==> src/rtl/register_file_arbiter.sv <==
// Two-requester arbiter in front of the single-port register file.
// Round-robin on contention, optional lock for read-modify-write sequences,
// lock released by the owner or by an idle timeout. Responses are
// registered one cycle after the transfer.
module register_file_arbiter #(
    parameter int ADDRESS_WIDTH  = 7,
    parameter int DATA_WIDTH     = 8,
    parameter int REGISTER_COUNT = 8,
    parameter int LOCK_TIMEOUT   = 16
) (
    input  logic                     clock,
    input  logic                     reset,
    input  logic                     req_0_valid,
    input  logic                     req_0_write,
    input  logic                     req_0_lock,
    input  logic [ADDRESS_WIDTH-1:0] req_0_address,
    input  logic [DATA_WIDTH-1:0]    req_0_data,
    input  logic                     req_1_valid,
    input  logic                     req_1_write,
    input  logic                     req_1_lock,
    input  logic [ADDRESS_WIDTH-1:0] req_1_address,
    input  logic [DATA_WIDTH-1:0]    req_1_data,
    output logic                     req_0_ready,
    output logic                     req_1_ready,
    output logic                     resp_0_valid,
    output logic [DATA_WIDTH-1:0]    resp_0_data,
    output logic                     resp_0_error,
    output logic                     resp_1_valid,
    output logic [DATA_WIDTH-1:0]    resp_1_data,
    output logic                     resp_1_error,
    output logic                     lock_timeout,
    output logic                     rf_write,
    output logic [ADDRESS_WIDTH-1:0] rf_address,
    output logic [DATA_WIDTH-1:0]    rf_input_data,
    input  logic [DATA_WIDTH-1:0]    rf_output_data
);

    localparam int                   CW        = $clog2(LOCK_TIMEOUT + 1);
    localparam logic [CW-1:0]        CNT_LAST  = CW'(LOCK_TIMEOUT - 1);
    localparam logic [ADDRESS_WIDTH:0] REG_LIMIT = (ADDRESS_WIDTH + 1)'(REGISTER_COUNT);

    typedef enum logic [1:0] {
        IDLE     = 2'd0,
        LOCKED_0 = 2'd1,
        LOCKED_1 = 2'd2
    } state_t;

    state_t                  state_q, state_d;
    logic                    last_q, last_d;
    logic [CW-1:0]           cnt_q, cnt_d;
    logic                    timeout_q, timeout_d;

    logic                    grant_0, grant_1, xfer, sel;
    logic                    sel_write, sel_lock, sel_in_range;
    logic [ADDRESS_WIDTH-1:0] sel_addr;
    logic [DATA_WIDTH-1:0]   sel_data, rsp_data;

    logic                    resp_0_valid_q, resp_1_valid_q;
    logic                    resp_0_error_q, resp_1_error_q;
    logic [DATA_WIDTH-1:0]   resp_0_data_q, resp_1_data_q;

    // State, round-robin pointer, lock counter and timeout pulse registers
    always_ff @(posedge clock or posedge reset) begin
        if (reset) begin
            state_q   <= IDLE;
            last_q    <= 1'b1;
            cnt_q     <= '0;
            timeout_q <= 1'b0;
        end else begin
            state_q   <= state_d;
            last_q    <= last_d;
            cnt_q     <= cnt_d;
            timeout_q <= timeout_d;
        end
    end

    // Next state: transfers set the lock state; an idle owner times out
    always_comb begin
        state_d   = state_q;
        last_d    = last_q;
        cnt_d     = cnt_q;
        timeout_d = 1'b0;
        if (xfer) begin
            // In a locked state only the owner can transfer, so sel is the owner
            last_d = sel;
            cnt_d  = '0;
            if (sel_lock) state_d = sel ? LOCKED_1 : LOCKED_0;
            else          state_d = IDLE;
        end else if (state_q != IDLE) begin
            if (cnt_q == CNT_LAST) begin
                state_d   = IDLE;
                cnt_d     = '0;
                timeout_d = 1'b1;
            end else begin
                cnt_d = cnt_q + 1'b1;
            end
        end
    end

    // Grants: lock owner only when locked, otherwise round-robin on a tie
    always_comb begin
        grant_0 = 1'b0;
        grant_1 = 1'b0;
        if (!reset) begin
            case (state_q)
                LOCKED_0: grant_0 = req_0_valid;
                LOCKED_1: grant_1 = req_1_valid;
                default: begin
                    grant_0 = req_0_valid & (~req_1_valid | last_q);
                    grant_1 = req_1_valid & (~req_0_valid | ~last_q);
                end
            endcase
        end
    end

    // Selected request and register file forwarding
    always_comb begin
        xfer         = grant_0 | grant_1;
        sel          = grant_1;
        sel_write    = sel ? req_1_write   : req_0_write;
        sel_lock     = sel ? req_1_lock    : req_0_lock;
        sel_addr     = sel ? req_1_address : req_0_address;
        sel_data     = sel ? req_1_data    : req_0_data;
        sel_in_range = {1'b0, sel_addr} < REG_LIMIT;
        rsp_data     = '0;
        if (sel_in_range) rsp_data = sel_write ? sel_data : rf_output_data;
        rf_write      = xfer & sel_write & sel_in_range;
        rf_address    = xfer ? sel_addr : '0;
        rf_input_data = xfer ? sel_data : '0;
    end

    // Response registers, captured on the transfer edge
    always_ff @(posedge clock or posedge reset) begin
        if (reset) begin
            resp_0_valid_q <= 1'b0;
            resp_1_valid_q <= 1'b0;
            resp_0_error_q <= 1'b0;
            resp_1_error_q <= 1'b0;
            resp_0_data_q  <= '0;
            resp_1_data_q  <= '0;
        end else begin
            resp_0_valid_q <= grant_0;
            resp_1_valid_q <= grant_1;
            if (grant_0) begin
                resp_0_data_q  <= rsp_data;
                resp_0_error_q <= ~sel_in_range;
            end
            if (grant_1) begin
                resp_1_data_q  <= rsp_data;
                resp_1_error_q <= ~sel_in_range;
            end
        end
    end

    assign req_0_ready  = grant_0;
    assign req_1_ready  = grant_1;
    assign resp_0_valid = resp_0_valid_q;
    assign resp_1_valid = resp_1_valid_q;
    assign resp_0_data  = resp_0_data_q;
    assign resp_1_data  = resp_1_data_q;
    assign resp_0_error = resp_0_error_q;
    assign resp_1_error = resp_1_error_q;
    assign lock_timeout = timeout_q;

endmodule

==> config.mk <==
export PLATFORM = sky130hd
export DESIGN_NAME = register_file_arbiter
export DESIGN_NICKNAME = d
export VERILOG_FILES = /design/src/rtl/register_file_arbiter.sv
export SDC_FILE = /design/constraint.sdc
export NUM_CORES = 1
export LEC_CHECK = 0
export ABC_AREA = 1
export ABC_CLOCK_PERIOD_IN_PS = 3500
export CAP_MARGIN = 5
export CORE_UTILIZATION = 42
export DETAILED_ROUTE_END_ITERATION = 8
export PLACE_DENSITY = 0.81
export SETUP_SLACK_MARGIN = 0.15
export SLEW_MARGIN = 25
export SYNTH_ARGS = -nofsm -noshare
export SYNTH_HDL_FRONTEND = slang
export SYNTH_SLANG_ARGS = --single-unit
==> constraint.sdc <==
create_clock -name clock -period 3.5 [get_ports clock]
set_clock_uncertainty 0.1 [all_clocks]
set_input_delay 0.7 -clock clock [delete_from_list [all_inputs] [get_ports clock]]
set_output_delay 0.7 -clock clock [all_outputs]
set_load 0.01 [all_outputs]
# [Word level (Yosys, flattened, before mapping)]
# Cells that the tools add are included.
[classes] order_cmp=1 n_reduce_logical=4 n_eq_ne=3 bitwise=11 n_addsub=1 muxes=23
[ops] cell="two-way mux 8 bit" count=4
[ops] cell="two-way mux 5 bit" count=3
[ops] cell="two-way mux 7 bit" count=2
[ops] cell="two-way mux 2 bit" count=5
[ops] cell="less-than comparator 7 x 4 -> 1 bit, second input constant" count=1
[ops] cell="two-way mux 1 bit" count=7
[ops] cell="nonzero test 2 bit" count=3
[ops] cell="adder 5 x 1 -> 5 bit, second input constant" count=1
[ops] cell="== test 5 x 4 -> 1 bit, second input constant" count=1
[ops] cell="AND 1 bit" count=4
[ops] cell="NOT 1 bit" count=4
[ops] cell="case mux 1 bit (2 select lines)" count=2
[ops] cell="OR 1 bit" count=3
[ops] cell="== test 2 x 1 -> 1 bit, second input constant" count=1
[ops] cell="== test 2 bit, second input constant" count=1
[ops] cell="AND reduction 2 bit" count=1
[word_totals] output_inout_bits=39 reg_bits=29

# [Longest topological paths before layout]
# Gate-level depths: netlist of the first run.
[depth] depth_word=8 depth_mapped=13

# [Worst setup path before layout of the first run]
# No wires, ideal clock.
[synth_path] kind="input -> output" from="input reset" to="output rf_input_data[1]" path_buffers=1 arrival_ns=2.290 path_slack_ns=0.410 stages=6 cell_sequence="inv_1 o2111ai_1 nand2_2 inv_2 buf_2 a21oi_1"
[synth_via] elab_chain_len=3 word_cells_on_any_way=5
[synth_lines] item="from (decl)" line="12" text="input logic reset,"
[synth_lines] item="two-way mux 1 bit" line="104" text="if (!reset) begin"
[synth_lines] item="two-way mux 8 bit / OR 1 bit (equally long branches)" line="123, 118"
[synth_lines] item="two-way mux 8 bit (*)" line="129" text="rf_input_data = xfer ? sel_data : '0;"
[synth_lines] item="to (decl)" line="34" text="output logic [DATA_WIDTH-1:0] rf_input_data,"
# Mark *: on every way between the ends. The rest lies on a longest branch, timed or not.

# [Worst setup path in the final report of the first run]
[layout_path] from="input req_1_valid" to="output rf_input_data[7]"
[layout_via] elab_chain_len=7 word_cells_on_any_way=11
[layout_lines] item="from (decl)" line="18" text="input logic req_1_valid,"
[layout_lines] item="NOT 1 bit" line="109" text="grant_0 = req_0_valid & (~req_1_valid | last_q);"
[layout_lines] item="OR 1 bit" line="109"
[layout_lines] item="AND 1 bit" line="109"
[layout_lines] item="case mux 1 bit (2 select lines)" line="105" text="case (state_q)"
[layout_lines] item="two-way mux 1 bit" line="104"
[layout_lines] item="OR 1 bit" line="118" text="xfer = grant_0 | grant_1;"
[layout_lines] item="two-way mux 8 bit (*)" line="129"
# Marks and branches as above.

==> run_results.csv, run 1 <==
group,metric,value,unit
status,status,"finished, final reports clean",
worst_setup_path,critPathLaunch,"req_1_valid",
clock_tree,cts.sinks,29,
pwr,power.density,609.3,nW/um^2
global_routing,grt_first_pass_wirelength,8073,um
logic_synthesis,syn-num-nets,286,
placed_design,portBuffers,84,
worst_setup_path,required,2.70,ns
worst_hold_path,min_from,"resp_0_data[7]$_DFFE_PP0P_",
floorplan,dieHeight,68.42,um
floorplan,die_area,4681,um^2
worst_setup_path,end_kind,"primary output",
job,max-cap-violations,0,
global_routing,first_global_vias,1841,
logic_synthesis,synth_most_common_cell,"nand2_1",
finish,drive_above_1_share,14.03,%
timing,slew_violations,0,
drt,wl,5037,um
timing,holdWs,0.3812,ns
logic_synthesis,synth-edff-count,0,
logic_synthesis,synth_top_cell_area_share,37.81,%
logic_synthesis,yosys.area.top_type,"dfrtp_1",
pwr,p_sw,768.8,uW
finish,num_antenna_cells,0,
global_routing,antenna_found_initial,0,
clock_tree,clk_pin_slew_worst_paths,0.06,ns
logic_synthesis,syn_avg_cell_area,7.852,um^2
finish,fin_area,2899,um^2
logic_synthesis,synth_commonest_cells,"85 x nand2_1, 28 x dfrtp_1, 28 x nand3_1, 16 x inv_1, 13 x a21oi_1",
finish,multi_input_comb_area,973.4,um^2
timing,setup_tns,0,ns
clock_tree,cts_max_path_buffers,2,
floorplan,ioPinCount,85,
clock_tree,tritoncts,"built",
logic_synthesis,synth_flop_cell,"dfrtp_1",
worst_setup_path,cp-start-kind,"primary input",
pwr,pwr-share-seq,26.2,%
worst_setup_path,worstPathArrival,2.50,ns
floorplan,initial_core_util,45.03,%
timing,rsz0062_at_grt,"yes",
finish,nets,384,
logic_synthesis,synth_mux_area_share,0,%
pwr,p_leak,0.001526,uW
global_routing,grt_max_degree,30,
clock_tree,cts_hold_buffers,0,
timing,maxSlewHeadroom,75.21,%
worst_setup_path,path_class,"primary input to primary output",
timing,hold_viol_final,0,
drt,wl_per_cell,13.08,um
logic_synthesis,synth_area_leaders,"dfrtp_1 38%, nand2_1 17%, nand3_1 7.6%",
logic_synthesis,ys_warn_count,0,
logic_synthesis,ys_seq_area_share,39.23,%
logic_synthesis,synthDistinctLibCells,30,
drt,drt-pass1-iter-count,4,
placed_design,dp_hpwl,3941,um
timing,finalCriticalPeriod,3.299,ns
pwr,switching_share,43.53,%
drt,routed-via-count,1922,
pwr,p_int,997.5,uW
global_routing,overflow,0,
floorplan,die_w,68.42,um
placed_design,place_congestion,0.8309,
pwr,clkPwrFrac,14.8,%
timing,fmax,303.2,MHz
floorplan,core-area,4115,um^2
logic_synthesis,async_reset_ff_share,100.0,%
logic_synthesis,synth_xor_area_share,0.9453,%
finish,syn2layout_area_growth,56.45,%
worst_setup_path,rr_startpoint,"state_q[0]$_DFFE_PP0P_",
floorplan,core.rowCount,23,
pwr,power_frac_comb,59.0,%
global_routing,track_usage,23.39,%
drt,viasPerCell,4.992,
worst_setup_path,critical_path.max_fanout,18,
logic_synthesis,synthesis.area,1853,um^2
timing,worst_pin_slew,0.3715,ns
logic_synthesis,synth_cells,236,
worst_hold_path,worstHoldPathType,"flip-flop to flip-flop",
drt,postRouteAntennaNets,0,
logic_synthesis,synthAdderAreaFrac,2.701,%
logic_synthesis,synth_compound_area_share,5.064,%
logic_synthesis,yosys_register_bits,29,
logic_synthesis,synth_top_family_by_area,"simple AND/OR/NAND/NOR gates",
finish,regArea,726.9,um^2
clock_tree,htreeDepth,2,
logic_synthesis,synthSimpleGateAreaFrac,42.74,%
finish,fillers,345,
timing,finalCritPeriodShare,94.25,%
clock_tree,cts_buffers,5,
clock_tree,clk_latency,0.28,ns
drt,drt_iter0_markers,178,
timing,final-setup-viol-count,0,
drt,drc_errors,0,
clock_tree,cts-root-buf,"clkbuf_8",
pwr,ir_worst_vdd,0.0003343,V
placed_design,placed_area,2775,um^2
==> state kept, by name (all words and copies together), names as in the netlist <==
register / cells
resp_0_data: 8
last_q: 1
resp_1_data: 8
resp_0_error: 1
resp_1_valid: 1
resp_0_valid: 1
resp_1_error: 1
lock_timeout: 1
state_q: 2
cnt_q: 5
==> final timing paths <==
check,endpoint,slack [ns],cells past startpoint
min,resp_0_data[7]$_DFFE_PP0P_,0.38,2
min reg2reg,resp_0_data[7]$_DFFE_PP0P_,0.38,2
max,rf_input_data[7],0.20,8
max reg2reg,resp_1_data[1]$_DFFE_PP0N_,1.28,12
max in group asynchronous,last_q$_DFFE_PP1P_,2.36,3
min in group asynchronous,state_q[1]$_DFFE_PP0P_,0.64,3
==> critical path: stages <==
cell	delay (ns)
clkdlybuf4s50_1	0.49
inv_2	0.07
nor2_8	0.14
nand3_4	0.16
nand2_4	0.14
inv_4	0.09
a21oi_1	0.15
clkdlybuf4s50_1	0.56
==> final cells by class <==
| type | count | area share, % |
|---|---|---|
| Clock buffer | 6 | 2.503 |
| Timing Repair Buffer | 101 | 33.66 |
| Clock inverter | 2 | 0.3453 |
| Multi-Input combinational cell | 178 | 33.58 |
| Sequential cell | 29 | 25.08 |
| Inverter | 19 | 2.676 |
| Tap cell | 50 | 2.158 |
==> power groups by stage <==
stage | sequential (uW) | clock [uW] | combinational, uW
after detailed placement | 468 | 0 | 1010
after floorplan | 477 | 0 | 609
final | 462 | 261 | 1040
after CTS | 463 | 267 | 1030
after global routing | 470 | 285 | 1150
after global placement | 463 | 0 | 996
==> routing by layer <==
metal	part of all wire [%]	routed length (um)	GRT usage [%]	up-vias
met5	0	0	0	-
met3	7.3	369	5.000	8
met4	1.7	85	8.854	0
met2	49	2445	39.34	84
li1	-	-	-	968
met1	42	2137	29.00	862
==> stage by stage <==
| stage | cells | setup slack [ns] | power [uW] | util [%] |
|---|---|---|---|---|
| 6_report | 385 | 0.2014 | 1766 | 70.45 |
| 5_1_grt | 385 | 0.09470 | 1906 | 70.45 |
| 3_3_place_gp | 375 | 0.08453 | 1459 | 67.44 |
| 2_1_floorplan | 236 | 0.4101 | 1086 | - |
| 4_1_cts | 383 | 0.1662 | 1760 | 69.50 |
| 3_5_place_dp | 375 | 0.08572 | 1482 | 67.44 |
==> logic make-up (layout without fill, tap and decap cells) <==
group | count (synthesis) | count (layout)
AO/OA/AOI/OAI | 18 | 18
XOR/XNOR | 2 | 2
adder cells (fa/ha/maj) | 4 | 4
buffers and inverters | 30 | 128
flip-flops | 29 | 29
AND/OR/NAND/NOR | 153 | 154
==> cell usage in the layout, fill, tap and decap left out, types with 5 or more instances in the layout <==
master	instances
nand4_1	12
clkbuf_8	5
nor2_1	8
inv_1	15
a21oi_1	13
nand2_4	6
clkdlybuf4s50_1	75
dfrtp_1	28
dlymetal6s2s_1	5
nand3_1	28
nand2_1	85
buf_4	17
==> what timing repair did <==
item | CTS | global route
endpoints found under the setup margin | 16 | 13
hold endpoints to repair | 0 | 0
gates resized for setup | 6 | 7
gates cloned | 0 | 1
setup buffers | 0 | 1
pin swaps | 1 | 0
Note: power is estimated with default switching activity, not from simulation.
==> inputs of run 2 (changes only) <==
CORE_ASPECT_RATIO = 1.1   (was default)
==> run_results.csv, run 2 (synthesis gave the netlist of run 1 again) <==
group,metric,value,unit
finish,final_common_cell,"nand2_1",
timing,worst_pin_slew,0.3799,ns
clock_tree,cts.sinks,29,
pwr,ir_worst_vdd,0.0003359,V
worst_hold_path,min_from,"resp_1_data[0]$_DFFE_PP0N_",
finish,syn2layout_area_growth,60.09,%
global_routing,top_usage_layer,"met2",
worst_setup_path,cp_slowest_cell,"clkdlybuf4s50_1",
drt,wl_per_cell,13.48,um
drt,drc_errors,0,
pwr,p_leak,0.001584,uW
timing,final-setup-viol-count,0,
finish,final_cell_mix,"85 x nand2_1, 73 x clkdlybuf4s50_1, 28 x nand3_1, 28 x dfrtp_1, 18 x buf_4",
global_routing,grtUsageMet1,28.20,%
clock_tree,cts_buffers,5,
clock_tree,cts-root-buf,"clkbuf_8",
global_routing,overflow,0,
clock_tree,cts_hold_buffers,0,
clock_tree,clk_latency,0.28,ns
global_routing,grt_use_met3,5.096,%
worst_setup_path,cp-start-kind,"primary input",
floorplan,initial_core_util,45.37,%
floorplan,ioPinCount,85,
job,max-cap-violations,0,
timing,holdWs,0.3870,ns
worst_setup_path,critical_path.max_fanout,6,
global_routing,grt_use_met2,41.70,%
worst_setup_path,critical-path-max-stage-delay,0.54,ns
worst_hold_path,holdPathStages,2,
drt,wl,5259,um
timing,maxSlewHeadroom,74.68,%
worst_setup_path,required,2.70,ns
timing,slew_violations,0,
worst_setup_path,r2r_slack,1.26,ns
status,status,"finished, final reports clean",
floorplan,core.rowCount,24,
finish,nets,387,
timing,finalCriticalPeriod,3.302,ns
global_routing,grt_max_degree,30,
floorplan,die_w,65.33,um
worst_setup_path,crit_buf_inv,4,
worst_setup_path,rr_startpoint,"state_q[0]$_DFFE_PP0P_",
timing,setup_tns,0,ns
placed_design,dp_hpwl,3899,um
floorplan,dieHeight,71.67,um
clock_tree,htreeDepth,2,
global_routing,grt_first_pass_wirelength,8611,um
drt,drt_iter0_markers,138,
timing,fmax,302.8,MHz
timing,hold_viol_final,0,
worst_setup_path,r2r-end,"resp_1_data[7]$_DFFE_PP0N_",
worst_setup_path,worst_r2r_path_depth,13,
finish,fin_area,2967,um^2
worst_setup_path,path_class,"primary input to primary output",
global_routing,track_usage,24.03,%
pwr,power.density,641.9,nW/um^2
placed_design,placed_area,2763,um^2
clock_tree,clk_pin_slew_worst_paths,0.06,ns
worst_setup_path,crit_path_frequent_cell,"clkdlybuf4s50_1",
worst_setup_path,worstPathArrival,2.50,ns
global_routing,first_global_vias,2006,
timing,rsz0062_at_grt,"yes",
finish,drive_above_1_share,14.79,%
worst_setup_path,end_kind,"primary output",
placed_design,portBuffers,84,
global_routing,antenna_found_initial,0,
worst_setup_path,path_delay_family,"buffers and inverters",
clock_tree,tritoncts,"built",
worst_hold_path,min_to,"resp_1_data[0]$_DFFE_PP0N_",
drt,viasPerCell,5.097,
clock_tree,cts_max_path_buffers,2,
timing,finalCritPeriodShare,94.35,%
finish,fillers,326,
worst_hold_path,worstHoldPathType,"flip-flop to flip-flop",
drt,drt-pass1-iter-count,6,
placed_design,place_congestion,0.9142,
floorplan,die_area,4682,um^2
worst_setup_path,path_cells,"clkdlybuf4s50_1 > inv_2 > nor2_8 > nand3_2 > buf_4 > nand2_2 > nand2_4 > nor2_1 > clkdlybuf4s50_1",
drt,postRouteAntennaNets,0,
drt,routed-via-count,1988,
finish,num_antenna_cells,0,
floorplan,core-area,4084,um^2
[run 2: layout make-up]
type	instances	area, um^2	area share (%)
clock buffers	7	86.33	2.910
clock inverters	1	30.03	1.012
inverters	19	73.82	2.488
multi-input cells	178	968.4	32.64
flip-flops and latches	29	726.9	24.50
well taps	52	65.06	2.193
repair buffers	104	1016	34.25
[run 2: worst max-delay path by stage]
stage | to | cells past startpoint | slack [ns] | startpoint
after global placement | rf_write | 8 | 0.09 | reset
after detailed placement | rf_write | 8 | 0.05 | reset
after floorplan | rf_input_data[1] | 6 | 0.41 | reset
after CTS | rf_input_data[7] | 8 | 0.16 | req_1_valid
final | rf_address[4] | 9 | 0.20 | req_1_valid
after global routing | rf_address[1] | 8 | 0.15 | req_1_valid
[run 2: tightest hold or removal path, cell delays in order (launching register included)]
cell and delay, ns:
dfrtp_1 0.35, nand2_1 0.06, nand2_1 0.05
[run 2: what timing repair did]
| action | 4_1_cts | 5_1_grt |
|---|---|---|
| endpoints found under the hold margin | 0 | 0 |
| buffers inserted | 2 | 4 |
| pin swaps | 0 | 1 |
| endpoints found under the setup margin | 17 | 13 |
| resized for setup | 7 | 9 |
| cloned | 0 | 1 |
[run 2: through the flow]
step | instances | util, % | setup WS, ns | power, uW
floorplan | 236 | - | 0.4101 | 1086
global placement | 375 | 67.65 | 0.09315 | 1448
detailed placement | 375 | 67.65 | 0.05438 | 1477
CTS | 385 | 70.93 | 0.1566 | 1853
global route | 390 | 72.64 | 0.1493 | 2039
finish | 390 | 72.64 | 0.1978 | 1904
[run 2: power by group]
part / internal, uW / leakage [uW] / switching [uW] / total [uW]
combinational: 480 / 0.00114 / 610 / 1090
clock: 232 / 0.0000585 / 123 / 355
sequential: 412 / 0.000391 / 47.9 / 460
total: 1120 / 0.00158 / 780 / 1900
[run 2: per-layer routing]
metal | share of wire [%] | wire (um) | up-vias
li1 | - | - | 972
met1 | 39 | 2071 | 900
met2 | 50 | 2646 | 100
met3 | 7.5 | 394 | 16
met4 | 2.8 | 146 | 0
met5 | 0 | 0 | -
==> inputs of run 3 (changes only) <==
ABC_CLOCK_PERIOD_IN_PS = 3400   (was 3500)
GPL_TIMING_DRIVEN = 0   (was default)
SETUP_SLACK_MARGIN = 0.02   (was 0.15)
clock period = 3.4 ns   (was 3.5 ns; I/O delays follow)
==> run_results.csv, run 3 (synthesis gave the netlist of run 1 again) <==
group,metric,value,unit
pwr,p_leak,0.001513,uW
worst_setup_path,crit_buf_inv,5,
placed_design,place_congestion,0.8271,
clock_tree,tritoncts,"built",
clock_tree,cts.sinks,29,
worst_setup_path,worst_r2r_path_depth,11,
job,max-cap-violations,0,
finish,final_cell_mix,"85 x nand2_1, 67 x clkdlybuf4s50_1, 28 x nand3_1, 28 x dfrtp_1",
timing,rsz0062_at_grt,"no",
global_routing,overflow,0,
drt,drt-pass1-iter-count,4,
timing,maxSlewHeadroom,71.47,%
worst_setup_path,r2r-end,"resp_1_data[2]$_DFFE_PP0N_",
clock_tree,cts_hold_buffers,0,
timing,slew_violations,0,
timing,hold_viol_final,0,
pwr,ir_worst_vdd,0.0004404,V
timing,final-setup-viol-count,0,
clock_tree,post-cts-setup-buffers,0,
worst_setup_path,critical-path-max-stage-delay,0.55,ns
drt,wl,4987,um
worst_hold_path,holdPathStages,2,
clock_tree,htreeDepth,2,
finish,syn2layout_area_growth,56.45,%
worst_setup_path,path_cells,"clkdlybuf4s50_1 > inv_2 > nor2_8 > nand3_4 > buf_12 > nand2_4 > inv_4 > a21oi_1 > clkdlybuf4s50_1",
global_routing,first_global_vias,1944,
global_routing,grt_max_degree,16,
floorplan,dieHeight,71.67,um
finish,nets,378,
worst_setup_path,path_class,"primary input to primary output",
finish,fin_area,2899,um^2
floorplan,ioPinCount,85,
floorplan,core.rowCount,24,
pwr,p_total,1822,uW
floorplan,core-area,4084,um^2
finish,num_antenna_cells,0,
placed_design,place_inst,372,
worst_setup_path,required,2.62,ns
clock_tree,clk_pin_slew_worst_paths,0.06,ns
drt,postRouteAntennaNets,0,
drt,routed-via-count,1899,
clock_tree,clk_latency,0.28,ns
worst_hold_path,worstHoldPathType,"flip-flop to flip-flop",
timing,finalCritPeriodShare,96.45,%
placed_design,portBuffers,84,
pwr,power.density,628.6,nW/um^2
floorplan,initial_core_util,45.37,%
worst_setup_path,cp-start-kind,"primary input",
worst_setup_path,path_delay_family,"buffers and inverters",
worst_setup_path,crit_cells,9,
worst_setup_path,cp_slowest_cell,"clkdlybuf4s50_1",
drt,drc_errors,0,
clock_tree,cts-root-buf,"clkbuf_8",
floorplan,die_w,65.33,um
worst_setup_path,end_kind,"primary output",
finish,drive_above_1_share,12.77,%
clock_tree,cts_max_path_buffers,2,
worst_setup_path,rr_startpoint,"state_q[0]$_DFFE_PP0P_",
global_routing,antenna_found_initial,0,
global_routing,grt_first_pass_wirelength,8576,um
placed_design,placed_area,2759,um^2
drt,drt_iter0_markers,94,
drt,viasPerCell,4.984,
worst_setup_path,r2r_slack,1.30,ns
global_routing,track_usage,23.77,%
finish,fin_cells,381,
placed_design,dp_hpwl,3826,um
worst_setup_path,critPathLaunch,"req_1_valid",
worst_setup_path,critical_path.max_fanout,10,
timing,finalCriticalPeriod,3.279,ns
worst_setup_path,critPathCapture,"rf_input_data[7]",
clock_tree,cts_buffers,5,
floorplan,die_area,4682,um^2
timing,fmax,304.9,MHz
status,status,"finished, final reports clean",
timing,setup_tns,0,ns
finish,fillers,349,
worst_setup_path,worstPathArrival,2.50,ns
worst_setup_path,crit_path_frequent_cell,"clkdlybuf4s50_1",
drt,wl_per_cell,13.09,um
finish,final_common_cell,"nand2_1",
timing,worst_pin_slew,0.4279,ns
[run 3: metal layers]
metal	vias up	global-route usage, %	part of all wire (%)
li1	952	-	-
met5	-	0	0
met1	865	26.41	39
met3	2	7.962	8.5
met2	80	42.15	51
met4	0	7.729	0.62
[run 3: timing repair]
| action | 4_1_cts | 5_1_grt |
|---|---|---|
| hold endpoints to repair | 0 | 0 |
| gates resized for setup | 27 | 1 |
| pin swaps | 0 | 0 |
| gates cloned | 1 | 0 |
| endpoints found under the setup margin | 18 | 1 |
[run 3: worst min-delay path by stage]
stage                                          start                         end
after floorplan               state_q[1]$_DFFE_PP0P_      state_q[1]$_DFFE_PP0P_
after global placement    resp_1_data[7]$_DFFE_PP0N_  resp_1_data[7]$_DFFE_PP0N_
after detailed placement  resp_1_data[5]$_DFFE_PP0N_  resp_1_data[5]$_DFFE_PP0N_
after CTS                 resp_1_data[5]$_DFFE_PP0N_  resp_1_data[5]$_DFFE_PP0N_
after global routing      resp_1_data[7]$_DFFE_PP0N_  resp_1_data[7]$_DFFE_PP0N_
final                     resp_1_data[5]$_DFFE_PP0N_  resp_1_data[5]$_DFFE_PP0N_
[run 3: where the power goes]
| group | internal (uW) | total [uW] | switching (uW) | leakage (uW) |
|---|---|---|---|---|
| sequential | 424 | 475 | 50.8 | 0.000391 |
| combinational | 432 | 1040 | 608 | 0.00107 |
| clock | 182 | 307 | 125 | 0.0000542 |
[run 3: through the flow]
step / setup WS (ns) / hold slack, ns / utilization (%)
floorplan: 0.3501 / 0.3941 / -
global placement: -1.167 / 0.3634 / 67.56
detailed placement: -0.7384 / 0.3664 / 67.56
CTS: 0.07649 / 0.3825 / 70.93
global route: 0.02547 / 0.3927 / 70.99
finish: 0.1206 / 0.3774 / 70.99
[run 3: layout make-up]
class | count | area (um^2) | share of cell area (%)
repair inverters | 1 | 8.758 | 0.3021
repair buffers | 84 | 825.8 | 28.49
well taps | 52 | 65.06 | 2.244
inverters | 19 | 100.1 | 3.453
clock inverters | 1 | 5.005 | 0.1726
plain buffers | 11 | 107.6 | 3.712
clock buffers | 7 | 96.34 | 3.323
multi-input cells | 177 | 963.4 | 33.23
flip-flops and latches | 29 | 726.9 | 25.08
[run 3: worst reg2reg max path: stages (launching register included)]
cell      delay (ns)
dfrtp_1         0.37
inv_1           0.07
ha_1            0.34
nand2_2         0.15
clkbuf_4        0.25
nand4_4         0.13
nand2_4         0.10
nand2_4         0.07
nor2_8          0.17
buf_8           0.16
nand3_1         0.08
nand2_1         0.07
